`config.mk`:
```
export PLATFORM = sky130hd
export DESIGN_NAME = ex_iter_alu
export DESIGN_NICKNAME = d
export VERILOG_FILES = /design/src/rtl/ex_iter_alu.sv
export SDC_FILE = /design/constraint.sdc
export NUM_CORES = 1
export LEC_CHECK = 0
export BUFFER_PORTS_ARGS = -buffer_cell sky130_fd_sc_hd__buf_4
export CORE_AREA = 2 2 103 180
export DETAILED_ROUTE_END_ITERATION = 16
export DIE_AREA = 0 0 105 182
export PLACE_DENSITY = 0.83
export REMOVE_ABC_BUFFERS = 1
export SKIP_CTS_REPAIR_TIMING = 1
export SLEW_MARGIN = 15
export SYNTH_ARGS = -nofsm -noshare
export SYNTH_HDL_FRONTEND = slang
export SYNTH_SLANG_ARGS = --single-unit
```
`constraint.sdc`:
```
create_clock -name clk -period 2.4 [get_ports clk]
set_input_delay 0.12 -clock clk [delete_from_list [all_inputs] [get_ports clk]]
set_output_delay 0.12 -clock clk [all_outputs]
set_load 0.005 [all_outputs]
```
`src/rtl/ex_iter_alu.sv`:
```
// Execute-stage ALU with valid/ready handshakes and an iterative shifter
// that moves SHIFT_STEP bit positions per cycle; results are held until accepted.
module ex_iter_alu #(
   parameter int XLEN       = 32,
   parameter int SHIFT_STEP = 1,
   parameter int AW         = 5,
   parameter int OPW        = 4
) (
   input  logic            clk,
   input  logic            rst,
   input  logic            flush_i,
   input  logic            in_valid_i,
   output logic            in_ready_o,
   input  logic [OPW-1:0]  aluop_i,
   input  logic [XLEN-1:0] r1_data_i,
   input  logic [XLEN-1:0] r2_data_i,
   input  logic            w_enable_i,
   input  logic [AW-1:0]   w_addr_i,
   output logic            out_valid_o,
   input  logic            out_ready_i,
   output logic            w_enable_o,
   output logic [AW-1:0]   w_addr_o,
   output logic [XLEN-1:0] w_data_o
);

   localparam int SHW = $clog2(XLEN);
   localparam logic [SHW-1:0] STEP_L = SHW'(SHIFT_STEP);

   localparam logic [OPW-1:0] OP_OR   = OPW'(0);
   localparam logic [OPW-1:0] OP_XOR  = OPW'(1);
   localparam logic [OPW-1:0] OP_AND  = OPW'(2);
   localparam logic [OPW-1:0] OP_ADD  = OPW'(3);
   localparam logic [OPW-1:0] OP_SUB  = OPW'(4);
   localparam logic [OPW-1:0] OP_SLT  = OPW'(5);
   localparam logic [OPW-1:0] OP_SLTU = OPW'(6);
   localparam logic [OPW-1:0] OP_SLL  = OPW'(7);
   localparam logic [OPW-1:0] OP_SRL  = OPW'(8);
   localparam logic [OPW-1:0] OP_SRA  = OPW'(9);

   typedef enum logic [1:0] {
      IDLE,
      SHIFT,
      DONE
   } state_t;

   state_t          state_q, state_d;
   logic [XLEN-1:0] work_q, work_d;
   logic [SHW-1:0]  rem_q, rem_d;
   logic [OPW-1:0]  op_q, op_d;
   logic            sign_q, sign_d;
   logic [AW-1:0]   addr_q, addr_d;
   logic            wen_req_q, wen_req_d;
   logic            w_enable_d;
   logic [AW-1:0]   w_addr_d;
   logic [XLEN-1:0] w_data_d;

   logic            accept;
   logic            is_shift;
   logic [SHW-1:0]  shamt;
   logic [XLEN-1:0] alu_res;
   logic [SHW-1:0]  step;
   logic [XLEN-1:0] shifted;
   logic signed [XLEN:0] sra_ext;

   assign in_ready_o  = (state_q == IDLE) || ((state_q == DONE) && out_ready_i);
   assign out_valid_o = (state_q == DONE);
   assign accept      = in_valid_i && in_ready_o;
   assign shamt       = r2_data_i[SHW-1:0];
   assign is_shift    = (aluop_i == OP_SLL) || (aluop_i == OP_SRL) || (aluop_i == OP_SRA);

   // Single-cycle result; a shift only reaches here with a zero amount, so it passes A through.
   always_comb begin
      alu_res = '0;
      case (aluop_i)
         OP_OR:   alu_res = r1_data_i | r2_data_i;
         OP_XOR:  alu_res = r1_data_i ^ r2_data_i;
         OP_AND:  alu_res = r1_data_i & r2_data_i;
         OP_ADD:  alu_res = r1_data_i + r2_data_i;
         OP_SUB:  alu_res = r1_data_i - r2_data_i;
         OP_SLT:  alu_res = {{(XLEN-1){1'b0}}, ($signed(r1_data_i) < $signed(r2_data_i))};
         OP_SLTU: alu_res = {{(XLEN-1){1'b0}}, (r1_data_i < r2_data_i)};
         OP_SLL,
         OP_SRL,
         OP_SRA:  alu_res = r1_data_i;
         default: alu_res = '0;
      endcase
   end

   // One iteration of the shifter: at most SHIFT_STEP positions, never past the remaining amount.
   always_comb begin
      step    = (rem_q < STEP_L) ? rem_q : STEP_L;
      sra_ext = $signed({sign_q, work_q}) >>> step;
      shifted = '0;
      case (op_q)
         OP_SLL:  shifted = work_q << step;
         OP_SRL:  shifted = work_q >> step;
         default: shifted = sra_ext[XLEN-1:0];
      endcase
   end

   // Next-state and next-output logic; accept overrides the DONE drain, flush overrides everything.
   always_comb begin
      state_d    = state_q;
      work_d     = work_q;
      rem_d      = rem_q;
      op_d       = op_q;
      sign_d     = sign_q;
      addr_d     = addr_q;
      wen_req_d  = wen_req_q;
      w_enable_d = w_enable_o;
      w_addr_d   = w_addr_o;
      w_data_d   = w_data_o;

      case (state_q)
         SHIFT: begin
            work_d = shifted;
            rem_d  = rem_q - step;
            if (rem_q == step) begin
               state_d    = DONE;
               w_enable_d = wen_req_q && (addr_q != '0);
               w_addr_d   = addr_q;
               w_data_d   = (addr_q != '0) ? shifted : '0;
            end
         end
         DONE: begin
            if (out_ready_i) begin
               state_d    = IDLE;
               w_enable_d = 1'b0;
            end
         end
         default: ;
      endcase

      if (accept) begin
         if (is_shift && (shamt != '0)) begin
            state_d    = SHIFT;
            work_d     = r1_data_i;
            rem_d      = shamt;
            op_d       = aluop_i;
            sign_d     = r1_data_i[XLEN-1];
            addr_d     = w_addr_i;
            wen_req_d  = w_enable_i;
            w_enable_d = 1'b0;
         end else begin
            state_d    = DONE;
            w_enable_d = w_enable_i && (w_addr_i != '0);
            w_addr_d   = w_addr_i;
            w_data_d   = (w_addr_i != '0) ? alu_res : '0;
         end
      end

      if (flush_i) begin
         state_d    = IDLE;
         w_enable_d = 1'b0;
      end
   end

   always_ff @(posedge clk) begin
      if (rst) begin
         state_q    <= IDLE;
         work_q     <= '0;
         rem_q      <= '0;
         op_q       <= '0;
         sign_q     <= 1'b0;
         addr_q     <= '0;
         wen_req_q  <= 1'b0;
         w_enable_o <= 1'b0;
         w_addr_o   <= '0;
         w_data_o   <= '0;
      end else begin
         state_q    <= state_d;
         work_q     <= work_d;
         rem_q      <= rem_d;
         op_q       <= op_d;
         sign_q     <= sign_d;
         addr_q     <= addr_d;
         wen_req_q  <= wen_req_d;
         w_enable_o <= w_enable_d;
         w_addr_o   <= w_addr_d;
         w_data_o   <= w_data_d;
      end
   end

endmodule
```
==> results_dict.tcl <==
set metrics [dict create \
    ys_seq_area_share_pct 18.3 \
    drive_gt1_share_pct 35.8 \
    relSlewSlack_pct 40.5 \
    ys_seq_elements 88 \
    synth_area_um2 9620 \
    final_hold_viol_count 0 \
    grt_setup_unrepaired "yes" \
    grt_overflow 0 \
    numCtsBuffers 9 \
    setup_ws_ns -0.0730 \
    worstHoldPathCells 3 \
    final_cells 1983 \
    nFillCells 1247 \
    die_width_um 105 \
    viasPerCell 6.45 \
    grt_pass1_vias 12600 \
    tritoncts "yes" \
    wl_per_cell_um 22.4 \
    grt_max_degree 43 \
    hold_class "input pin to register" \
    wl_mm 44.3 \
    synth_area_per_cell_um2 7.10 \
    power_leakage_nw 6.46 \
    drv_slew 0 \
    firstDrtPassIters 6 \
    grtUsageTotal_pct 43.9 \
    num_vias 12800 \
    synth-edff-count 0 \
    ys_async_sr_fraction_pct 0 \
    dieArea_um2 19100 \
    timing.rr.start "rem_q[2]" \
    start_util_pct 54.3 \
    outcome "finished with violations" \
    ys.flop_type "dfxtp_1" \
    gp_congestion 1.03 \
    startpoint_type "input pin" \
    finalCriticalPeriod_ns 2.47 \
    htreeDepth 3 \
    antenna_found_initial 0 \
    cp.arrival_ns 2.71 \
    worst_pin_slew_ns 0.881 \
    maxCapViolCount 0 \
    final_area_um2 14100 \
    r2r_slack_ns 0.04 \
    worstReg2RegEnd "w_data_o[14]" \
    dpl_cell_area_um2 13000 \
    setup_viol 5 \
    peakVddDrop_mv 0.286 \
    grt_pass1_wl_mm 65.6 \
    p_total_mw 5.84 \
    fin_util_pct 79.8 \
    rr_worst_depth 11 \
    end_kind "register" \
    n_antenna_cell 0 \
    syn2layout_area_growth_pct 47.0 \
    synthCells 1356 \
    crit_fanout 5 \
    numClockSinks 88 \
    synth.distinct_cells 84 \
    cts.clk_slew.worst_paths_ns 0.08 \
    p_per_area_nw_per_um2 413 \
    port_buffers 118 \
    first_iter_violations 1356 \
    required_ns 2.64 \
    period_share_pct 103 \
    cts_buffer_depth 2 \
    io_pins 119 \
    crit_type "input pin to register" \
    violations "setup timing" \
    cts_root_buf "clkbuf_16" \
    ys_warn_count 0 \
    antenna_left 0 \
    hpwlAfterDp_mm 33.8 \
    rows 65 \
    core-area_um2 17700 \
    fin_skew_ns 0.00951 \
    hp-start "w_addr_i[1]" \
    place_inst 1950 \
    hold_end "addr_q[1]" \
    fmax_ghz 0.404 \
    drc_errors 0 \
    die_h_um 182 \
    nets 1926 \
    clock_latency_ns 0.37 \
]
[cell type report]
cell class | instances | area, um^2 | share of cell area (%)
Tap cell | 234 | 293 | 2.07
Sequential cell | 88 | 1770 | 12.5
Clock buffer | 9 | 225 | 1.59
Clock inverter | 7 | 70.1 | 0.495
Inverter | 97 | 382 | 2.70
Multi-Input combinational cell | 1076 | 7760 | 54.9
Timing Repair Buffer | 472 | 3640 | 25.8
[report_power, final]
group	total, mW	internal (mW)	switching (mW)
sequential	1.62	1.54	0.0792
combinational	2.74	1.27	1.47
clock	1.48	0.733	0.745
total	5.84	3.54	2.30
[synthesized netlist by cell type (4+ instances only)]
library cell | instances | area share (%)
a2111oi_0 | 5 | 0.45
a211o_1 | 4 | 0.36
a211oi_1 | 50 | 3.9
a21o_1 | 14 | 1.1
a21oi_1 | 143 | 7.4
a221oi_1 | 31 | 2.8
a22oi_1 | 16 | 1.2
a311oi_1 | 8 | 0.73
a31oi_1 | 13 | 0.85
and2_1 | 4 | 0.26
and3_1 | 4 | 0.26
buf_1 | 10 | 0.39
buf_2 | 22 | 1.1
clkbuf_1 | 62 | 2.4
dfxtp_1 | 88 | 18
ha_1 | 101 | 13
inv_1 | 95 | 3.7
mux2i_1 | 38 | 4.0
nand2_1 | 143 | 5.6
nand2b_1 | 16 | 1.0
nand3_1 | 16 | 0.83
nand4_1 | 5 | 0.33
nor2_1 | 150 | 5.9
nor2b_1 | 14 | 0.91
nor3_1 | 23 | 1.2
nor4_1 | 14 | 0.91
o211ai_1 | 20 | 1.6
o21a_1 | 6 | 0.47
o21ai_0 | 83 | 4.3
o21ai_1 | 5 | 0.26
o21bai_1 | 13 | 1.0
o221ai_1 | 19 | 1.7
o22ai_1 | 13 | 0.85
o31ai_1 | 8 | 0.62
or2_2 | 6 | 0.39
or3_1 | 4 | 0.26
xnor2_1 | 20 | 1.8
xor2_1 | 5 | 0.45
[stage by stage]
stage	setup TNS, ns	worst slack (ns)	hold WS (ns)
after floorplan	-79.65	-1.72	0.189
after global placement	-9.43	-0.613	0.311
after detailed placement	-9.92	-0.646	0.315
after CTS	-1.98	-0.269	-0.0677
after global routing	-2.06	-0.289	0.0378
final	-0.145	-0.0730	0.00953
[metal layers]
layer / GRT usage (%) / up-vias / share of wire (%)
li1: - / 5693 / -
met1: 43.4 / 5970 / 33
met2: 78.1 / 819 / 49
met3: 7.39 / 315 / 7.6
met4: 37.8 / 0 / 9.5
met5: 0 / - / 0
[worst max-delay path: stages]
cell,delay (ns)
buf_4,0.11
inv_1,0.11
ha_4,0.24
nor2b_2,0.17
o211ai_1,0.32
a21oi_1,0.13
buf_4,0.17
buf_4,0.13
o21a_1,0.19
o21ai_1,0.22
a21oi_2,0.14
o41ai_2,0.26
xnor2_1,0.23
o221ai_1,0.17
[registers in the layout (all words and copies together) (netlist names)]
signal	cells
op_q	4
sign_q	1
w_enable_o	1
rem_q	5
addr_q	5
w_data_o	32
state_q	2
work_q	32
w_addr_o	5
wen_req_q	1
[cell usage in the layout (no fill, tap or decap), types with 10 or more instances in the layout]
| cell | n |
|---|---|
| buf_4 | 452 |
| nor2_1 | 147 |
| nand2_1 | 142 |
| a21oi_1 | 129 |
| ha_1 | 86 |
| dfxtp_1 | 84 |
| inv_1 | 81 |
| o21ai_0 | 74 |
| a211oi_1 | 45 |
| mux2i_1 | 38 |
| a221oi_1 | 25 |
| nor3_1 | 20 |
| o211ai_1 | 20 |
| xnor2_1 | 17 |
| o221ai_1 | 16 |
| buf_6 | 15 |
| nand2b_1 | 14 |
| a22oi_1 | 14 |
| a21o_1 | 13 |
| o22ai_1 | 13 |
| nand3_1 | 13 |
| a21oi_2 | 12 |
| inv_2 | 11 |
| a31oi_1 | 11 |
| o21bai_1 | 11 |
| nor4_1 | 10 |
| o21ai_1 | 10 |
| ha_4 | 10 |
[worst max-delay path by stage]
stage	from	endpoint	cells after the start
6_report	r1_data_i[2]	w_data_o[16]	14
5_1_grt	r1_data_i[2]	w_data_o[16]	14
4_1_cts	r1_data_i[6]	w_data_o[11]	14
3_5_place_dp	r1_data_i[6]	w_data_o[11]	14
3_3_place_gp	r1_data_i[6]	w_data_o[11]	14
2_1_floorplan	rem_q[4]	work_q[11]	5
[cell families (layout without fill, tap and decap cells)]
kind of cell | count (synthesis) | count (layout) | synth area share (%)
AO/OA/AOI/OAI | 493 | 493 | 34.6
AND/OR/NAND/NOR | 416 | 416 | 19.3
buffers and inverters | 192 | 585 | 7.81
adder cells (fa/ha/maj) | 103 | 103 | 13.5
flip-flops | 88 | 88 | 18.3
multiplexers | 39 | 39 | 4.07
XOR/XNOR | 25 | 25 | 2.28
No activity file was read; power rests on OpenSTA's default activity.
